--- config.mk ---
export PLATFORM = sky130hd
export DESIGN_NAME = reg_file_debug_dump_ctrl
export DESIGN_NICKNAME = d
export VERILOG_FILES = /design/src/rtl/reg_file_debug_dump_ctrl.sv
export SDC_FILE = /design/constraint.sdc
export NUM_CORES = 1
export LEC_CHECK = 0
export CAP_MARGIN = 25
export CORE_ASPECT_RATIO = 1.5
export CORE_MARGIN = 2
export CORE_UTILIZATION = 35
export DETAILED_ROUTE_END_ITERATION = 10
export PLACE_DENSITY_LB_ADDON = 0.05
export SLEW_MARGIN = 15
export SYNTH_ARGS = -nofsm -noshare
export SYNTH_HDL_FRONTEND = slang
export SYNTH_SLANG_ARGS = --single-unit
--- constraint.sdc ---
create_clock -name i_clk -period 2.5 [get_ports i_clk]
set_input_delay 0.5 -clock i_clk [delete_from_list [all_inputs] [get_ports i_clk]]
set_output_delay 0.5 -clock i_clk [all_outputs]
set_load 0.005 [all_outputs]
--- src/rtl/reg_file_debug_dump_ctrl.sv ---
// Register-file debug dump sequencer: halts the pipeline, reads every register and streams it MSB byte first.
// Optional: define DUMP_CHECKSUM_EN to append an XOR checksum byte after the last register.
module reg_file_debug_dump_ctrl #(
   parameter int NB_DATA  = 32,
   parameter int NB_REG   = 5,
   parameter int SIZE_REG = 32,
   parameter int NB_BYTE  = 8
) (
   input  logic               i_clk,
   input  logic               i_rst_n,
   input  logic               i_dump_req,
   input  logic               i_halted,
   output logic               o_halt_req,
   output logic [NB_REG-1:0]  o_address_read_debug,
   input  logic [NB_DATA-1:0] i_data_read_debug,
   output logic [NB_BYTE-1:0] o_tx_data,
   output logic               o_tx_valid,
   input  logic               i_tx_ready,
   output logic               o_busy,
   output logic               o_done
);

   localparam int NUM_BYTES = NB_DATA / NB_BYTE;
   localparam int NB_IDX    = (NUM_BYTES > 1) ? $clog2(NUM_BYTES) : 1;
   localparam logic [NB_REG-1:0] LAST_ADDR = NB_REG'(SIZE_REG - 1);
   localparam logic [NB_IDX-1:0] LAST_BYTE = NB_IDX'(NUM_BYTES - 1);

   typedef enum logic [2:0] {
      ST_IDLE,
      ST_HALT_WAIT,
      ST_ADDR,
      ST_CAPTURE,
      ST_SEND,
      ST_DONE
`ifdef DUMP_CHECKSUM_EN
      , ST_CHK
`endif
   } state_t;

   state_t              state, state_next;
   logic [NB_REG-1:0]   cnt;
   logic [NB_IDX-1:0]   byte_idx;
   logic [NB_DATA-1:0]  shift_q;
   logic                fire;
   logic                word_end;

   assign fire     = o_tx_valid & i_tx_ready;
   assign word_end = fire && (byte_idx == LAST_BYTE);

   // NOTE: sequential state uses non-blocking assignments so every register samples pre-edge values.
   always_ff @(posedge i_clk or negedge i_rst_n) begin
      if (!i_rst_n) state <= ST_IDLE;
      else          state <= state_next;
   end

   always_comb begin
      state_next = state;
      case (state)
         ST_IDLE:      if (i_dump_req) state_next = ST_HALT_WAIT;
         ST_HALT_WAIT: if (i_halted)   state_next = ST_ADDR;
         ST_ADDR:      state_next = ST_CAPTURE;
         ST_CAPTURE:   state_next = ST_SEND;
         ST_SEND: begin
            if (word_end) begin
               if (cnt == LAST_ADDR)
`ifdef DUMP_CHECKSUM_EN
                  state_next = ST_CHK;
`else
                  state_next = ST_DONE;
`endif
               else
                  state_next = ST_ADDR;
            end
         end
`ifdef DUMP_CHECKSUM_EN
         ST_CHK:       if (fire) state_next = ST_DONE;
`endif
         ST_DONE:      state_next = ST_IDLE;
         default:      state_next = ST_IDLE;
      endcase
   end

`ifdef DUMP_CHECKSUM_EN
   logic [NB_BYTE-1:0] csum;

   always_ff @(posedge i_clk or negedge i_rst_n) begin
      if (!i_rst_n)                        csum <= '0;
      else if (state == ST_IDLE)           csum <= '0;
      else if (state == ST_SEND && fire)   csum <= csum ^ o_tx_data;
   end
`endif

   // NOTE: every output gets a default first so no path through the case infers a latch.
   always_comb begin
      o_halt_req = 1'b0;
      o_tx_valid = 1'b0;
      o_tx_data  = '0;
      o_busy     = (state != ST_IDLE);
      o_done     = 1'b0;
      case (state)
         ST_HALT_WAIT, ST_ADDR, ST_CAPTURE: o_halt_req = 1'b1;
         ST_SEND: begin
            o_halt_req = 1'b1;
            o_tx_valid = 1'b1;
            o_tx_data  = shift_q[NB_DATA-1 -: NB_BYTE];
         end
`ifdef DUMP_CHECKSUM_EN
         ST_CHK: begin
            o_halt_req = 1'b1;
            o_tx_valid = 1'b1;
            o_tx_data  = csum;
         end
`endif
         ST_DONE: o_done = 1'b1;
         default: ;
      endcase
   end

   assign o_address_read_debug = cnt;

   // The shift register only moves on an accepted byte, which keeps o_tx_data stable during stalls.
   always_ff @(posedge i_clk or negedge i_rst_n) begin
      if (!i_rst_n) begin
         cnt      <= '0;
         byte_idx <= '0;
         shift_q  <= '0;
      end else begin
         case (state)
            ST_CAPTURE: begin
               shift_q  <= i_data_read_debug;
               byte_idx <= '0;
            end
            ST_SEND: begin
               if (fire) begin
                  shift_q <= shift_q << NB_BYTE;
                  if (byte_idx == LAST_BYTE) begin
                     byte_idx <= '0;
                     if (cnt != LAST_ADDR) cnt <= cnt + 1'b1;
                  end else begin
                     byte_idx <= byte_idx + 1'b1;
                  end
               end
            end
            ST_DONE: cnt <= '0;
            default: ;
         endcase
      end
   end

endmodule

* Word level (Yosys, flattened, before mapping) *
Index checks and enable logic that the tools add are counted.

word-level totals
  flip-flop bits (word level) = 42
  logic and storage cells = 48
  memories = 0
  memory bits (writable) = 0
  input bits = 37
  ROM bits = 0
  latch bits = 0
  output and inout port bits = 17

operators by class
  reductions and logical operators = 9
  add/subtract/negate cells = 2
  equal/unequal tests = 14
  mux-type cells = 18
  bitwise logic cells = 1
  shift-type cells = 0
  multiply operators = 0
  magnitude comparators = 0
  div/mod/pow operators = 0

operators with widths
  operator                                       number
  one-hot mux 32 bit (2 select lines)            1
  two-way mux 32 bit                             1
  two-way mux 5 bit                              3
  one-hot mux 3 bit (5 select lines)             1
  two-way mux 3 bit                              4
  != test 2 bit, second input constant           6
  one-hot mux 5 bit (2 select lines)             1
  two-way mux 8 bit                              1
  == test 3 x 2 -> 1 bit, second input constant  2
  == test 3 bit, second input constant           2
  adder 5 x 1 -> 5 bit, second input constant    1
  == test 5 bit, second input constant           1
  != test 5 bit, second input constant           1
  two-way mux 2 bit                              2
  one-hot mux 2 bit (2 select lines)             1
  AND reduction 4 bit                            1
  nonzero test 2 bit                             2
  OR reduction 4 bit                             1
  == test 3 x 1 -> 1 bit, second input constant  1
  zero test 3 bit                                1
  two-way mux 1 bit                              3
  AND reduction 3 bit                            1
  nonzero test 3 bit                             1
  adder 2 x 1 -> 2 bit, second input constant    1
  other kinds (4)                                4

* Depth between registers and ports, before layout *
Gate-level depths: netlist of run 1.

  word-level depth = 6
  mapped depth = 6
  depth with buffers taken out = 6

* Least setup slack after synthesis of run 1 *
Ideal clock, no wire load.

  kind = register -> register
  start point = register cnt[0] (netlist: o_address_read_debug[0])
  end point = register cnt[0] (netlist: o_address_read_debug[0])
  stages on the path, launching flop included = 7
  arrival = 1.684 ns
  slack = 0.692 ns
  setup time = 0.124 ns
  path buffers = 0
  data required time = 2.376 ns
  period minus slack after synthesis = 1.808 ns
  cell sequence = dfrtp_1 -> ha_1 -> and3_1 -> ha_1 -> nand3b_1 -> and3_1 -> a211o_1

on the way
  longest elaborated chain between the ends = 5
  elaborated cells on any way between the ends = 8
  classes of those cells = add/sub: 1; eq/ne: 2; mux: 4; reduce/logical: 1

RTL lines
  what                                line  RTL
  start: declaration                  41    logic [NB_REG-1:0] cnt;
  start signal: assignment            138   if (cnt != LAST_ADDR) cnt <= cnt + 1'b1;
  adder 5 x 1 -> 5 bit                138
  two-way mux 5 bit                   138
  two-way mux 5 bit                   136   if (byte_idx == LAST_BYTE) begin
  two-way mux 5 bit                   134   if (fire) begin
  one-hot mux 5 bit (2 select lines)  128   case (state)

Several ways; a longest one is shown, not always the timed one. The select of a mux whose other input is x is not followed.
A chain may end at the register's enable or synchronous reset.

* Worst setup path in the final report of run 1 *
  start point = register state[1]
  end point = output port o_tx_data[2]

on the way
  longest elaborated chain between the ends = 2

RTL lines
  what                      line  RTL
  start: declaration        40    state_t state, state_next;
  start signal: assignment  53    else state <= state_next;
  == test 3 bit             100   case (state)
  two-way mux 8 bit         100
  end: declaration          16    output logic [NB_BYTE-1:0] o_tx_data,

No other way between the ends.

==> results.yml, run 1 <==
floorplan:
  fp.dieW_um: 68.8
  ioPinCount: 54
  die_area_sq_um: 6960
  initial_utilization: 0.359
  rows: 35
  fp.coreArea_sq_um: 6130
  die_y_um: 101
power:
  ir_worst_vdd_mv: 0.461
  p_sw_frac: 0.325
  switchingPower_mw: 0.992
  clkPwrFrac: 0.146
  combPwrFrac: 0.446
  cellPowerDensity_nw_per_um2: 1040
  intPower_mw: 2.06
  p_leak_nw: 1.22
  seqPwrFrac: 0.409
clock_tree:
  numCtsBuffers: 5
  cts_buffer_depth: 2
  h-tree-depth: 2
  cts_root_buffer: "clkbuf_8"
  clkLatencyLatePin_ns: 0.29
  clkSlewWorstSetupHoldPaths_ns: 0.08
  cts_tree: "built"
  ctsHoldBuffers: 0
  cts.sinks: 42
worst_setup_path:
  critPathSlowestCell: "clkdlybuf4s50_1"
  endpoint_kind: "primary output"
  critPathKind: "reg -> out"
  crit_chain: "nor3b_4 -> buf_12 -> and2_1 -> clkdlybuf4s50_1"
  crit_path_start_kind: "flop"
  path_max_fanout: 19
  cp.arrival_ns: 1.88
  critPathTopFamily: "buffers and inverters"
  crit_required_ns: 2.00
  cp_num_buf_inv: 2
  cpPeakStageDelay_ns: 0.50
cells_and_area:
  fillers: 567
  nNetsFinal: 265
  n_antenna_cell: 0
  area_delta_synth_final_pct: 32.7
  final_util: 0.477
  drive_gt1_frac: 0.212
timing:
  slew_headroom: 0.650
  fmax_mhz: 421
  post-route-period-util: 0.951
  setup_viol: 0
  min_period_ns: 2.38
  layout_setup_ws_ns: 0.123
  drv_slew: 0
  worstMarginPinSlew_ns: 0.525
  setup-tns-final_ns: 0
  hold_viol_final: 0
  clock_skew_ns: 0.0110
worst_hold_path:
  hold_class: "in -> async"
logic_synthesis:
  synth_flop_cell: "dfrtp_1"
  synth_cell_type_count: 40
  synth_area_sq_um: 2200
  async_reset_ff_frac: 1.00
  synth_top_cell_area_share: 0.477
  yosys.area.top_type: "dfrtp_1"
  yosys-top-cells-area: "dfrtp_1 48%, mux2_2 12%, mux2_1 9.2%"
  yosysMostFrequentCell: "dfrtp_1"
  yosysWarnings: 0
  yosysSeqAreaShare: 0.477
  synth-edff-count: 0
  synth_nets: 211
  yosys-top-cells-count: "42 x dfrtp_1, 24 x mux2_2, 18 x mux2_1"
  synth_cells: 171
  avgSynthCellArea_sq_um: 12.9
  ys_ff_latch: 42
routing:
  postRouteAntennaNets: 0
  wl_per_cell_um: 16.3
  wirelength_mm: 4.89
  routed-via-count: 1549
  drt_iter0_markers: 16
  drc: 0
  drt_first_pass_iters: 3
  vias_per_cell: 5.16
outcome:
  status: "finished, final reports clean"
grt:
  antenna_found_initial: 0
  grt_pass1_vias: 1597
  grt_pass1_wl_mm: 7.81
  track_usage: 0.153
  grt_max_degree: 34
  grt_overflow_total: 0
placement:
  dp_hpwl_mm: 3.37
  port_buffers: 53
  place_ws_ns: 0.303
  globalplace.congestion: 0.658
job:
  maxCapViolCount: 0
## cell families after synthesis
| logic type | Yosys count | share of synthesized area |
|---|---|---|
| compound gates | 26 | 0.0971 |
| fa+ha+maj | 3 | 0.0170 |
| buf+inv | 15 | 0.0471 |
| flops | 42 | 0.477 |
| mux | 49 | 0.260 |
| simple gates | 36 | 0.102 |
## flip-flops by register name, indices dropped and copies added (netlist names)
register              cells
state                     3
o_address_read_debug      5
byte_idx                  2
shift_q                  32
## timing repair
action                                  in CTS  in global routing
setup buffers                                0                  1
pin swaps                                    1                  0
cloned                                       1                  0
gates resized for setup                      1                  1
endpoints found under the setup margin       8                  8
## cells in the final DEF (no fill, tap or decap), types with 2 or more instances in the layout
cell             instances
buf_12                   2
mux2_1                  18
and2_1                   9
nor2_1                   3
nand2b_1                 2
and3_1                   2
mux2_4                   6
mux2_2                  24
nor2b_1                  3
inv_1                    3
or3_1                    2
buf_4                    3
dfrtp_2                  2
o21ai_1                  3
a22oi_1                  2
nand3_1                  3
clkdlybuf4s50_1         52
a211o_1                  3
ha_1                     3
dfrtp_1                 40
clkbuf_8                 6
nand2_1                  3
and3b_1                  3
a22o_1                   8
## power groups by stage
| stage | Combinational, mW | Clock (mW) | Sequential, mW |
|---|---|---|---|
| finish | 1.36 | 0.445 | 1.25 |
| global route | 1.51 | 0.502 | 1.29 |
| CTS | 1.39 | 0.467 | 1.25 |
| detailed placement | 1.35 | 0 | 1.25 |
| global placement | 1.31 | 0 | 1.24 |
| floorplan | 0.977 | 0 | 1.17 |
## area by class of cell
| cell class | count | area, sq um | share of cell area |
|---|---|---|---|
| inverters | 3 | 11.3 | 0.00385 |
| clock inverters | 1 | 5.00 | 0.00171 |
| flip-flops and latches | 42 | 1050 | 0.360 |
| clock buffers | 7 | 86.3 | 0.0295 |
| multi-input cells | 114 | 1050 | 0.361 |
| well taps | 74 | 92.6 | 0.0317 |
| repair buffers | 59 | 621 | 0.212 |
## through the flow
stage / power, mW / hold slack [ns] / cells / area [sq um]
4_1_cts: 3.10 / 0.156 / 299 / 2920
3_5_place_dp: 2.60 / 0.479 / 290 / 2790
2_1_floorplan: 2.14 / 0.204 / 171 / 2200
5_1_grt: 3.31 / 0.166 / 300 / 2920
6_report: 3.05 / 0.146 / 300 / 2920
3_3_place_gp: 2.55 / 0.470 / 290 / 2790
## per-layer routing
| layer | track usage | routed length [um] | vias up |
|---|---|---|---|
| met1 | 0.174 | 1960 | 771 |
| met3 | 0.0367 | 198 | 7 |
| li1 | - | - | 736 |
| met5 | 0 | 0 | - |
| met4 | 0.0452 | 70 | 0 |
| met2 | 0.275 | 2660 | 35 |
## worst paths after layout
check	slack (ns)	start	cells past startpoint	end
setup / recovery	0.12	state[1]$_DFFE_PN0P_	4	o_tx_data[2]
hold / removal	0.15	i_rst_n	1	shift_q[4]$_DFFE_PN0P_
setup reg to reg	0.49	o_address_read_debug[0]$_DFFE_PN0P_	6	o_address_read_debug[0]$_DFFE_PN0P_
hold reg to reg	0.49	byte_idx[0]$_DFFE_PN0P_	1	byte_idx[0]$_DFFE_PN0P_
max in group asynchronous	1.66	i_rst_n	2	state[2]$_DFFE_PN0P_
min in group i_clk	0.49	byte_idx[0]$_DFFE_PN0P_	1	byte_idx[0]$_DFFE_PN0P_
## worst register-to-register path, stage by stage (launching register included)
cell,delay [ns]
dfrtp_1,0.44
ha_1,0.25
and3_1,0.19
ha_1,0.20
nand3b_1,0.32
and3_1,0.29
a211o_1,0.22
No activity file was read; power rests on OpenSTA's default activity.
==> run 2: changes to the inputs <==
Settings changed: CORE_UTILIZATION 35 to 49, CTS_CLUSTER_DIAMETER set to 200.
==> results.yml, run 2 (synthesis results as in run 1) <==
cells_and_area:
  nNetsFinal: 270
  final_cell_mix: "52 x clkdlybuf4s50_1, 42 x dfrtp_1, 24 x mux2_2"
  layout_commonest_cell: "clkdlybuf4s50_1"
  area_delta_synth_final_pct: 32.1
  largest_reg_flops: 32
  fillers: 335
  drive_gt1_frac: 0.221
  n_antenna_cell: 0
  regMostFlops: "shift_q"
clock_tree:
  h-tree-depth: 2
  ctsHoldBuffers: 0
  cts.sinks: 42
  clkLatencyLatePin_ns: 0.29
  cts_resized: 0
  postCtsSetupBuffers: 0
  numCtsBuffers: 5
  cts_root_buffer: "clkbuf_8"
  cts_buffer_depth: 2
  clkSlewWorstSetupHoldPaths_ns: 0.08
  cts_tree: "built"
worst_setup_path:
  critPathKind: "reg -> out"
  rr_startpoint: "o_address_read_debug[0]$_DFFE_PN0P_"
  r2r_slack_ns: 0.44
  cp.arrival_ns: 1.87
  crit_required_ns: 2.00
  timing.rr.end: "o_address_read_debug[0]$_DFFE_PN0P_"
  rr_worst_depth: 6
  endpoint_kind: "primary output"
  crit_path_start_kind: "flop"
  path_max_fanout: 15
power:
  seqPwrFrac: 0.396
  p_sw_frac: 0.326
  ir_worst_vdd_mv: 0.614
  intPower_mw: 2.07
  switchingPower_mw: 1.00
  cellPowerDensity_nw_per_um2: 1060
  combPwrFrac: 0.459
  p_leak_nw: 1.25
  clkPwrFrac: 0.145
floorplan:
  ioPinCount: 54
  rows: 29
  fp.coreArea_sq_um: 4280
  die_area_sq_um: 5060
  initial_utilization: 0.515
  fp.dieW_um: 58.8
  die_y_um: 86.1
timing:
  layout_setup_ws_ns: 0.131
  fmax_mhz: 422
  slew_headroom: 0.667
  clock_skew_ns: 0.00926
  min_period_ns: 2.37
  setup-tns-final_ns: 0
  post-route-period-util: 0.947
  setup_viol: 0
  worstMarginPinSlew_ns: 0.499
  hold_viol_final: 0
  rsz0062_at_grt: "no"
  drv_slew: 0
routing:
  vias_per_cell: 5.64
  wl_per_cell_um: 16.9
  routed-via-count: 1562
  drt_iter0_markers: 92
  drc: 3
  drt_first_pass_iters: 7
  wirelength_mm: 4.68
  postRouteAntennaNets: 0
outcome:
  violations: "DRC"
  status: "finished, violations left"
grt:
  antenna_found_initial: 0
  grt_overflow_total: 0
  track_usage: 0.203
  grt_pass1_wl_mm: 7.67
  grt_pass1_vias: 1699
  grt_max_degree: 43
placement:
  port_buffers: 53
  globalplace.congestion: 0.758
  dp_hpwl_mm: 3.44
  place_ws_ns: 0.365
job:
  maxCapViolCount: 0
worst_hold_path:
  hold_class: "in -> async"
## run 2: worst max path at each step
stage,from,endpoint,slack [ns]
final,state[0]$_DFFE_PN0P_,o_halt_req,0.13
after global routing,state[0]$_DFFE_PN0P_,o_halt_req,0.04
after CTS,state[1]$_DFFE_PN0P_,o_tx_data[2],0.01
after detailed placement,state[1]$_DFFE_PN0P_,o_tx_data[2],0.36
after global placement,state[1]$_DFFE_PN0P_,o_tx_data[4],0.39
after floorplan,o_address_read_debug[0]$_DFFE_PN0P_,o_address_read_debug[0]$_DFFE_PN0P_,0.69
## run 2: critical path, stage by stage, from the launching register on
cell             delay [ns]
dfrtp_1                0.41
buf_4                  0.20
or3_1                  0.37
and2_1                 0.15
clkdlybuf4s50_1        0.44
## run 2: stage by stage
| stage | hold slack [ns] | instance area (sq um) | power, mW | cells | utilization |
|---|---|---|---|---|---|
| global route | 0.0440 | 2910 | 3.31 | 277 | 0.680 |
| CTS | 0.387 | 2860 | 3.09 | 274 | 0.669 |
| global placement | 0.468 | 2770 | 2.54 | 266 | 0.648 |
| detailed placement | 0.481 | 2770 | 2.63 | 266 | 0.648 |
| floorplan | 0.204 | 2200 | 2.14 | 171 | - |
| finish | 0.0478 | 2910 | 3.07 | 277 | 0.680 |
## run 2: layout make-up
cell class | instances | area [sq um] | share of cell area
well taps | 46 | 57.6 | 0.0198
multi-input cells | 114 | 1050 | 0.362
clock inverters | 1 | 5.00 | 0.00172
inverters | 3 | 11.3 | 0.00387
flip-flops and latches | 42 | 1050 | 0.361
clock buffers | 7 | 86.3 | 0.0297
repair buffers | 64 | 646 | 0.222
## run 2: power by group through the flow
stage / Combinational (mW) / Sequential (mW) / Clock [mW]
after floorplan: 0.977 / 1.17 / 0
after global placement: 1.34 / 1.21 / 0
after detailed placement: 1.40 / 1.23 / 0
after CTS: 1.40 / 1.22 / 0.462
after global routing: 1.56 / 1.27 / 0.488
final: 1.41 / 1.22 / 0.446
## run 2: metal layers
| layer | track usage | part of all wire | routed length [um] |
|---|---|---|---|
| met5 | 0 | 0 | 0 |
| met4 | 0.0806 | 0.018 | 84 |
| met3 | 0.0452 | 0.047 | 219 |
| met2 | 0.392 | 0.59 | 2750 |
| met1 | 0.198 | 0.35 | 1630 |
